File: config.mk
export PLATFORM = sky130hd
export DESIGN_NAME = aer_event_fifo
export DESIGN_NICKNAME = d
export VERILOG_FILES = /design/src/rtl/aer_event_fifo.sv
export SDC_FILE = /design/constraint.sdc
export NUM_CORES = 1
export LEC_CHECK = 0
export CAP_MARGIN = 25
export CORE_MARGIN = 5
export CORE_UTILIZATION = 55
export CTS_CLUSTER_DIAMETER = 80
export DETAILED_ROUTE_END_ITERATION = 8
export PLACE_DENSITY = 0.74
export SYNTH_ARGS = -nofsm -noshare
export SYNTH_HDL_FRONTEND = slang
export SYNTH_SLANG_ARGS = --single-unit
export TNS_END_PERCENT = 100
File: constraint.sdc
create_clock -name clk_i -period 8.15 [get_ports clk_i]
set_input_delay 1.63 -clock clk_i [delete_from_list [all_inputs] [get_ports clk_i]]
set_output_delay 1.63 -clock clk_i [all_outputs]
set_load 0.03 [all_outputs]
File: src/rtl/aer_event_fifo.sv
// aer_event_fifo
//   Captures each pixel address granted by the hierarchical arbiter and stamps
//   it with a free-running timestamp. The stamped events go into a synchronous
//   FIFO and leave through a valid/ready interface as address-event words.
//   A marker word is inserted whenever the timestamp is about to wrap. The
//   arbiter is told to hold its grant through stall_o.
//
// Ports
//   clk_i        : clock, everything on the rising edge
//   reset_i      : synchronous reset, active low
//   active_i     : arbiter has a grant this cycle
//   x_add_i      : column address of the granted pixel
//   y_add_i      : row address of the granted pixel
//   stall_o      : event not accepted this cycle; upstream holds the grant
//   evt_valid_o  : FIFO head is valid
//   evt_data_o   : {marker, ts, y, x} of the FIFO head (zero when empty)
//   evt_ready_i  : consumer takes the head when evt_valid_o is also high
//   level_o      : FIFO occupancy
//   overflow_o   : sticky, a wrap marker was lost
module aer_event_fifo #(
    parameter int ADDR_W = 4,
    parameter int TS_W   = 16,
    parameter int DEPTH  = 8
) (
    input  logic                       clk_i,
    input  logic                       reset_i,
    input  logic                       active_i,
    input  logic [ADDR_W-1:0]          x_add_i,
    input  logic [ADDR_W-1:0]          y_add_i,
    output logic                       stall_o,
    output logic                       evt_valid_o,
    output logic [TS_W+2*ADDR_W:0]     evt_data_o,
    input  logic                       evt_ready_i,
    output logic [$clog2(DEPTH):0]     level_o,
    output logic                       overflow_o
);

    localparam int AW = $clog2(DEPTH);
    localparam int PW = AW + 1;
    localparam int EW = 1 + TS_W + 2 * ADDR_W;

    localparam logic [EW-1:0] MARKER_WORD = {1'b1, {TS_W{1'b1}}, {(2*ADDR_W){1'b0}}};

    logic [TS_W-1:0] ts_q;
    logic [PW-1:0]   wr_ptr;
    logic [PW-1:0]   rd_ptr;
    logic            marker_pend;
    logic            overflow_q;
    logic [EW-1:0]   mem [DEPTH];

    logic            wrap_now;
    logic            full;
    logic            empty;
    logic            marker_req;
    logic            wr_en;
    logic            rd_en;
    logic [EW-1:0]   wr_word;

    // full/empty depend only on the pointer flops, so stall_o never sees a
    // same-cycle pop and a full FIFO always refuses the write in that cycle.
    assign full  = (wr_ptr[AW] != rd_ptr[AW]) && (wr_ptr[AW-1:0] == rd_ptr[AW-1:0]);
    assign empty = (wr_ptr == rd_ptr);

    assign wrap_now   = (ts_q == {TS_W{1'b1}});
    // A fresh wrap request merges with one that is already pending.
    assign marker_req = marker_pend | wrap_now;

    assign stall_o = full | marker_pend | wrap_now;

    // Markers own the write port whenever one is requested; stall_o is then
    // high, so a pixel can never compete with a marker for the same slot.
    assign wr_en   = marker_req ? ~full : (active_i & ~stall_o);
    assign wr_word = marker_req ? MARKER_WORD : {1'b0, ts_q, y_add_i, x_add_i};
    assign rd_en   = ~empty & evt_ready_i;

    always_ff @(posedge clk_i) begin
        if (!reset_i) begin
            ts_q        <= '0;
            wr_ptr      <= '0;
            rd_ptr      <= '0;
            marker_pend <= 1'b0;
            overflow_q  <= 1'b0;
        end else begin
            ts_q        <= ts_q + 1'b1;
            marker_pend <= marker_req & full;
            if (wrap_now && marker_pend) begin
                overflow_q <= 1'b1;
            end
            if (wr_en) begin
                wr_ptr <= wr_ptr + 1'b1;
            end
            if (rd_en) begin
                rd_ptr <= rd_ptr + 1'b1;
            end
        end
    end

    // Storage is not reset; the pointers alone decide what is valid.
    always_ff @(posedge clk_i) begin
        if (wr_en) begin
            mem[wr_ptr[AW-1:0]] <= wr_word;
        end
    end

    assign evt_valid_o = ~empty;
    assign evt_data_o  = empty ? '0 : mem[rd_ptr[AW-1:0]];
    assign level_o     = wr_ptr - rd_ptr;
    assign overflow_o  = overflow_q;

endmodule

==> results by group <==
Run status
  – Status: finished clean

STA
  – RSZ-0062 raised after global routing: no
  – Worst-Margin Slew: 1.015 ns
  – Fmax: 212.7 MHz
  – Setup tns final: 0 ns
  – Min Tclk post-route: 4.701 ns
  – Final Cycle Share: 0.5768
  – Slew margin rel.: 0.3212
  – Pins over their slew limit: 0
  – Worst-case clock skew: 0.01050 ns
  – Final setup fails: 0
  – Hold violation count in the final report: 0

Synth
  – Synth area leaders: edfxtp_1, mux4_2, dfxtp_1
  – Cell taking the most area after synthesis: edfxtp_1
  – Syn Nets: 527
  – Synthesis Warnings: 0
  – Post-Syn Area: 9254 µm²
  – Mapped Cells: 508
  – Yosys reg bits: 229
  – Yosys top cell area share: 0.6490
  – Unique masters post-synth: 42
  – Post-synthesis sequential area ratio: 0.7117
  – Syn avg cell area: 18.22 µm²

Setup path
  – R2r endpoint: mem[6][2]$_DFFE_PP_
  – CP endpoint: evt_data_o[24]
  – CP Launch Type: flop
  – R2r setup slk: 5.02 ns
  – Reg2Reg Depth: 7
  – Slowest Stage Delay on Critical Path: 0.61 ns
  – Top delay family on crit path: buffers and inverters
  – Worst path cell trace: inv_1 -> ha_1 -> nand3_1 -> nor2_2 -> buf_4 -> nor2_1 -> clkdlybuf4s50_1
  – Buffers and inverters on the worst path: 3
  – Arr. time, crit path: 3.07 ns
  – Setup crit end kind: primary output
  – Worst-path fanout max: 26
  – Crit path depth: 7
  – CP required: 6.52 ns
  – Setup crit start: wr_ptr[0]$_SDFFE_PN0P_
  – Setup Crit Path Kind: reg -> out
  – Reg2reg start: ts_q[0]$_SDFF_PN0_
  – Slowest-stage cell, CP: dfxtp_1

Die
  – Die Height: 139.7 µm
  – Area of the core: 16520 µm²
  – Row cnt: 47
  – I/O Pins: 44
  – Initial Util: 0.5600
  – Chip width: 139.7 µm
  – Total die area: 19520 µm²

Clocking
  – H-tree levels: 1
  – Hold-fix buffers, CTS: 0
  – # Post-CTS Setup Buffers: 0
  – Clock Latency Late Sink: 0.49 ns
  – Clock transition at the registers of the reported paths: 0.06 ns
  – CTS tree: yes
  – CTS Sinks: 229
  – Inserted Clock Buffers: 23
  – Post-cts sizing count: 0
  – Longest Clk Path Bufs: 3
  – Clk root buf: clkbuf_16

Drt
  – Initial drt markers: 378
  – Drt drc: 0
  – Routed WL per cell: 21.84 µm
  – DR vias/cell: 5.765
  – DRT Pass-1 Iters: 4
  – Post-Route WL: 17450 µm
  – Number of nets still failing antenna checks after routing: 0
  – Via count: 4606

Power
  – Logic pwr share: 0.187
  – Clk network pwr share: 0.341
  – Reg power frac: 0.472
  – Leakage power: 3.588 nW
  – Switching part of the total: 0.2562
  – Pwr/cell area: 261.6 nW/µm²
  – Int Pwr: 2.083 mW
  – Final Total Pwr: 2.801 mW
  – NetSw: 0.7176 mW
  – Peak VDD IR: 0.1416 mV

GRT
  – First-pass GRT wire length: 27260 µm
  – Largest net degree at the start of global routing: 51
  – Total GRT Usage: 0.1803
  – Vias in the first global route: 4812
  – Initial antenna violation count: 0
  – Grt ovf: 0

Finish
  – Post-layout util: 0.6479
  – Share of post-route cells with drive strength above 1: 0.2038
  – Most frequent cells in the layout: edfxtp_1, mux4_2, clkdlybuf4s50_1
  – Number of diodes: 0
  – Nets: 583
  – Commonest non-fill, non-tap cell in the layout: edfxtp_1
  – Layout area overhead: 15.70%

Min path
  – Hold crit path type: reg -> reg
  – Hold Path Depth: 2

Placed design
  – Placer Congestion: 0.7699
  – Detailed Place HPWL: 9489 µm
  – Port bufs: 43

Job
  – Max Cap Viol: 0
==> kinds of logic after synthesis <==
group,after synthesis,share of synthesized area
buffers and inverters,38,0.01663
multiplexers,80,0.1541
XOR/XNOR,17,0.01609
flip-flops,229,0.7117
AND/OR/NAND/NOR,122,0.07626
AO/OA/AOI/OAI,15,0.01487
adder cells (fa/ha/maj),7,0.01028
==> stage by stage <==
step	hold slack (ns)	area [µm²]	worst slack [ns]	std cells
2_1_floorplan	0.4450	9254	3.526	508
3_3_place_gp	0.4766	9987	3.920	757
3_5_place_dp	0.4948	9995	3.910	758
4_1_cts	0.5048	10680	3.398	798
5_1_grt	0.5391	10710	3.272	799
6_report	0.5005	10710	3.449	799
==> power by group through the flow <==
stage | clock [mW] | combinational (mW) | sequential (mW)
after global placement | 0 | 0.480 | 1.38
final | 0.955 | 0.523 | 1.32
after floorplan | 0 | 0.361 | 1.33
after detailed placement | 0 | 0.485 | 1.38
after global routing | 1.03 | 0.559 | 1.33
after CTS | 0.968 | 0.488 | 1.36
==> worst register-to-register path, stage by stage, from the launching register on <==
cell	delay (ns)
dfxtp_1	0.43
ha_1	0.29
nand4_2	0.24
o41a_4	0.63
clkinv_4	0.17
o21ai_4	0.14
nor3_2	0.42
buf_4	0.44
==> how the worst min path moves through the flow <==
| stage | from | endpoint |
|---|---|---|
| 6_report | wr_ptr[3]$_SDFFE_PN0P_ | wr_ptr[3]$_SDFFE_PN0P_ |
| 4_1_cts | wr_ptr[3]$_SDFFE_PN0P_ | wr_ptr[3]$_SDFFE_PN0P_ |
| 5_1_grt | wr_ptr[3]$_SDFFE_PN0P_ | wr_ptr[3]$_SDFFE_PN0P_ |
| 3_3_place_gp | wr_ptr[3]$_SDFFE_PN0P_ | wr_ptr[3]$_SDFFE_PN0P_ |
| 3_5_place_dp | wr_ptr[3]$_SDFFE_PN0P_ | wr_ptr[3]$_SDFFE_PN0P_ |
| 2_1_floorplan | ts_q[0]$_SDFF_PN0_ | ts_q[0]$_SDFF_PN0_ |
==> final cells by class <==
cell class | count | area [µm²]
Inverter | 13 | 53.80
Clock inverter | 16 | 105.1
Timing Repair Buffer | 56 | 548.0
Fill cell | 1092 | 5818
Multi-Input combinational cell | 241 | 2554
Clock buffer | 24 | 579.3
Tap cell | 220 | 275.3
Sequential cell | 229 | 6591
==> routing by layer <==
metal | track usage | part of all wire
met2 | 0.3039 | 0.52
met3 | 0.02813 | 0.043
met4 | 0.05456 | 0.022
met1 | 0.2458 | 0.42
met5 | 0 | 0
==> state kept, by name, indices dropped and copies added (netlist names), named ones only <==
name	cells
rd_ptr	4
wr_ptr	4
overflow_o	1
mem	200
marker_pend	1
ts_q	16
==> synthesized netlist by cell type, drive strengths merged <==
master   instances
xor2             8
a21boi           1
nand3            9
clkinv           1
o2111ai          1
or3              1
mux4            50
fa               1
nor2b            5
or2              9
nor3             4
edfxtp         200
inv             12
nand4            4
nand2           16
a21o             1
nand4bb          1
o311ai           1
ha               6
or2b             6
a21oi            2
and4             1
o21ai            4
xnor2            9
o41a             1
o211ai           3
nand2b           3
mux2i           30
a211oi           1
nor4             9
and3             2
nor2            27
dfxtp           29
and2            24
clkbuf          17
nor4b            1
buf              8
Power figures use the tool's default switching activity.
==> RTL edit 1, RTL diff (same settings) <==
Change the parameter `ADDR_W` from 4 to 5.
--- a/src/rtl/aer_event_fifo.sv
+++ b/src/rtl/aer_event_fifo.sv
@@ -19,5 +19,5 @@
 //   overflow_o   : sticky, a wrap marker was lost
 module aer_event_fifo #(
-    parameter int ADDR_W = 4,
+    parameter int ADDR_W = 5,
     parameter int TS_W   = 16,
     parameter int DEPTH  = 8
Ports: changed (resized evt_data_o, x_add_i and y_add_i); port bits go from 44 to 48. The function was not compared with the original's and may differ.
==> RTL edit 1 against the unedited design <==
Design area rose by 6.7%. Via count up 6.0%. Wire length increased by 4.7%. Area after synthesis up 6.2%. First-iteration DRC count increased by 54%. Clock power increased by 15%. Register-to-register slack got worse by 0.18 ns. Critical path depth did not move. Die area rose by 5.8%. Sequential cell count increased by 16. Count of clock-buffer cells in the layout is 6 higher. Global-route usage increased by 0.55 points. Setup slack got worse by 0.034 ns. Critical path type unchanged. Total power increased by 9.8%.
==> RTL edit 1: results <==
metrics = {
    "cells_and_area": {
        "largest_register_ff_count": 216,
        "nets": 615,
        "layout-drive-gt1-share_pct": 20.8,
        "n_fill_cell": 1143,
    },
    "critical_path": {
        "cp-endpoint": "evt_data_o[18]",
        "arrival_ns": 3.10,
        "r2r-end": "mem[4][11]",
        "critPathMaxFanout": 28,
        "rrSetupSlack_ns": 4.84,
        "reg2regPathDepth": 8,
        "critPathLaunch": "wr_ptr[0]",
        "r2r-start": "ts_q[0]",
    },
    "detailed_routing": {
        "top_layer": "met4",
        "ant_nets": 0,
        "drt_iter0_drc": 584,
        "wl_met3_um": 790,
        "vias": 4883,
        "wire_per_inst_um": 21.8,
        "drtPass1Iterations": 7,
        "met2WireLength_um": 9210,
        "met1_length_um": 7920,
    },
    "yosys": {
        "netlist_top_cells_count": "edfxtp_1 (216), mux4_2 (54), mux2i_1 (32)",
        "synth_cell_types": 41,
        "async_reset_ff_share_pct": 0,
        "ys_seq_area_share_pct": 71.9,
        "synth_edf_count": 216,
        "syn_nets": 556,
        "ys_ff_latch": 245,
        "synth.yosys.warnings": 0,
        "synthTopCellsByArea": "edfxtp_1 (66%), mux4_2 (12%), dfxtp_1 (5.9%)",
    },
    "placed_design": {
        "dp_hpwl_um": 9930,
        "preCtsSetupSlack_ns": 3.96,
        "portBuffers": 47,
        "gp_congestion": 0.758,
    },
    "cts": {
        "cts_buffers": 24,
        "clockBufferDepth": 3,
        "clk_latency_ns": 0.50,
        "cts_resized": 0,
        "postCtsSetupBuffers": 0,
        "cts.clk_slew.worst_paths_ns": 0.06,
        "htree_levels": 1,
    },
    "power": {
        "vdd_drop_max_uv": 182,
        "p_leak_nw": 3.82,
    },
    "timing": {
        "tightest_slew_ns": 1.07,
        "fin_skew_ns": 0.0114,
        "max_freq_mhz": 211,
    },
    "global_route": {
        "grt_first_pass_wirelength_um": 29200,
        "globalRouteTotalUtil_pct": 18.6,
        "grt_max_degree": 55,
        "grt_pass1_vias": 5279,
    },
    "run_status": {
        "status": "completed",
    },
}
==> RTL edit 1: changes by cell type in the layout (fill, tap and decap cells not counted), moves of 3 or more <==
| cell | unedited run | this run |
|---|---|---|
| clkbuf_1 | 1 | 4 |
| clkdlybuf4s50_1 | 43 | 47 |
| clkinv_1 | 10 | 5 |
| clkinv_2 | 2 | 5 |
| edfxtp_1 | 200 | 216 |
| mux4_2 | 50 | 54 |
==> RTL edit 1: through the flow <==
step	std cells	hold slack, ns	area [um^2]	power [mW]
CTS	837	0.499	11400	3.11
global placement	792	0.465	10600	1.99
floorplan	535	0.445	9830	1.81
global route	837	0.529	11400	3.20
finish	837	0.501	11400	3.08
detailed placement	793	0.486	10600	2.01
==> RTL edit 1: worst max-delay path: stages (launching register included) <==
cell             delay, ns
dfxtp_1               0.58
inv_1                 0.20
ha_1                  0.34
nand3_1               0.21
nor2_2                0.13
buf_4                 0.38
nor2_1                0.12
clkdlybuf4s50_1       0.62
==> RTL edit 1: cell families (layout without fill, tap and decap cells) <==
kind of cell / Yosys count / count (layout) / share of synthesized area [%]
xor+xnor: 17 / 17 / 1.52
mux: 86 / 86 / 15.6
fa+ha+maj: 7 / 7 / 0.968
simple gates: 126 / 126 / 7.10
flops: 245 / 245 / 71.9
compound gates: 15 / 15 / 1.22
buf+inv: 39 / 116 / 1.66
==> RTL edit 1: metal layers <==
layer	global-route usage, %	vias to the layer above
met1	26.1	2539
li1	-	2204
met2	31.0	110
met5	0	-
met3	3.09	30
met4	4.51	0
==> RTL edit 1: how the worst min path moves through the flow <==
| stage | start | cells after the start | endpoint |
|---|---|---|---|
| after global routing | wr_ptr[3] | 2 | wr_ptr[3] |
| final | wr_ptr[3] | 2 | wr_ptr[3] |
| after global placement | wr_ptr[3] | 2 | wr_ptr[3] |
| after detailed placement | ts_q[0] | 1 | ts_q[0] |
| after CTS | wr_ptr[3] | 2 | wr_ptr[3] |
| after floorplan | ts_q[0] | 1 | ts_q[0] |
==> RTL edit 1: power by group <==
group	internal (mW)	leakage (nW)	total [mW]	switching [mW]
combinational	0.253	1.16	0.555	0.302
sequential	1.39	2.27	1.42	0.0300
clock	0.662	0.390	1.10	0.435
total	2.31	3.82	3.08	0.767
==> RTL edit 1: cell type report <==
cell class                      instances  share of cell area (%)
Inverter                               13                   0.427
Timing Repair Buffer                   59                    5.08
Tap cell                              225                    2.46
Sequential cell                       245                    61.9
Multi-Input combinational cell        251                    23.2
Clock buffer                           30                    5.73
Clock inverter                         14                    1.24
==> RTL edit 2, RTL diff (config.mk and constraints unchanged) <==
Without the edit above. `ts_q` no longer has a reset.
--- a/src/rtl/aer_event_fifo.sv
+++ b/src/rtl/aer_event_fifo.sv
@@ -76,5 +76,4 @@
     always_ff @(posedge clk_i) begin
         if (!reset_i) begin
-            ts_q        <= '0;
             wr_ptr      <= '0;
             rd_ptr      <= '0;
@@ -82,5 +81,4 @@
             overflow_q  <= 1'b0;
         end else begin
-            ts_q        <= ts_q + 1'b1;
             marker_pend <= marker_req & full;
             if (wrap_now && marker_pend) begin
@@ -94,4 +92,8 @@
             end
         end
+    end
+
+    always_ff @(posedge clk_i) begin
+        ts_q <= ts_q + 1'b1;
     end
 
Check against the original RTL: not equivalent (a bounded check fails within 4 cycles, from zero or initial values and one cycle with reset_i low).
==> RTL edit 2 against the unedited design <==
Total power increased by 1.7%. Sequential cell count did not move. Setup slack worse by 0.15 ns. Area after synthesis decreased by 1.7%. Non-clock buffer count is 2 lower. Wire length down 4.4%. Design area fell by 1.1%. Largest power group unchanged. Hold slack lost 0.080 ns.
==> RTL edit 2: results <==
metrics = {
    "run_status": {
        "status": "completed",
    },
    "cells_and_area": {
        "layout-drive-gt1-share_pct": 22.3,
        "n_fill_cell": 1097,
        "nets": 564,
    },
    "detailed_routing": {
        "wl_um": 16700,
        "drt_iter0_drc": 334,
        "routed_via_density": 5.72,
        "vias": 4467,
    },
    "cts": {
        "cts_hold_buf": 0,
    },
    "placed_design": {
        "dp.cells": 740,
        "dp_hpwl_um": 9590,
        "preCtsSetupSlack_ns": 3.79,
        "gp_congestion": 0.749,
        "placed_area_um2": 9860,
    },
    "critical_path": {
        "cp_slowest_stage_delay_ns": 0.59,
        "critPathMaxFanout": 15,
        "cp-endpoint": "evt_data_o[13]",
        "reg2regPathDepth": 8,
        "r2r-end": "mem[3][0]",
        "r2r-start": "ts_q[0]",
        "slowest_stage": "clkdlybuf4s50_1",
    },
    "yosys": {
        "netlist_top_cells_count": "edfxtp_1 (200), mux4_2 (50), nor2_1 (35)",
        "synthTopCellsByArea": "edfxtp_1 (66%), mux4_2 (12%), dfxtp_1 (6.4%)",
        "ys_seq_area_share_pct": 72.4,
        "synth_cell_types": 41,
    },
    "global_route": {
        "grt_first_pass_wirelength_um": 26800,
        "globalRouteTotalUtil_pct": 17.7,
        "grt_pass1_vias": 4815,
    },
    "power": {
        "vdd_drop_max_uv": 161,
        "p_leak_nw": 3.41,
        "p_sw_mw": 0.723,
    },
    "timing": {
        "fin_skew_ns": 0.00632,
        "fin_crit_ns": 4.85,
        "relSlewSlack_pct": 51.1,
    },
}
[RTL edit 2: cell count changes in the layout (fill, tap and decap cells not counted), moves of 6 or more]
cell,change
and2_1,-16
clkinv_1,-7
nor2_1,+6
or2b_1,-6
[RTL edit 2: per-layer routing]
metal	global-route usage, %	vias to the layer above	wire length (um)
met3	2.72	26	760
li1	-	2015	-
met1	24.9	2309	7260
met4	4.02	0	242
met5	0	-	0
met2	30.0	117	8420
[RTL edit 2: area by class of cell]
type	instances	area (um^2)	share of cell area, %
Sequential cell	229	6590	62.2
Timing Repair Buffer	54	533	5.03
Clock inverter	11	86.3	0.815
Clock buffer	30	642	6.06
Multi-Input combinational cell	222	2400	22.7
Tap cell	220	275	2.60
Inverter	15	61.3	0.579
[RTL edit 2: how the worst min path moves through the flow]
stage,slack (ns),startpoint,endpoint,depth (start not counted)
after floorplan,0.38,ts_q[0],ts_q[0],1
after global placement,0.40,ts_q[0],ts_q[0],1
after detailed placement,0.41,ts_q[0],ts_q[0],1
after CTS,0.43,ts_q[0],ts_q[0],1
after global routing,0.46,ts_q[0],ts_q[0],1
final,0.42,ts_q[0],ts_q[0],1
[RTL edit 2: power groups by stage]
stage	registers (mW)	logic [mW]	clock network (mW)
finish	1.31	0.534	0.999
global placement	1.38	0.496	0
floorplan	1.33	0.367	0
CTS	1.32	0.547	1.02
global route	1.32	0.575	1.08
detailed placement	1.34	0.544	0
[RTL edit 2: cell families (layout without fill, tap and decap cells)]
kind of cell               count (synthesis)  in the layout  synth area share (%)
xor gates and xnor gates                  20             20                  1.93
AOI/OAI and AO/OA                         12             12                  1.16
buffers and inverters                     36            110                  1.68
muxes                                     79             79                  15.6
and+or+nand+nor                          104            104                  6.24
adders and majority gates                  7              7                  1.05
DFF                                      229            229                  72.4
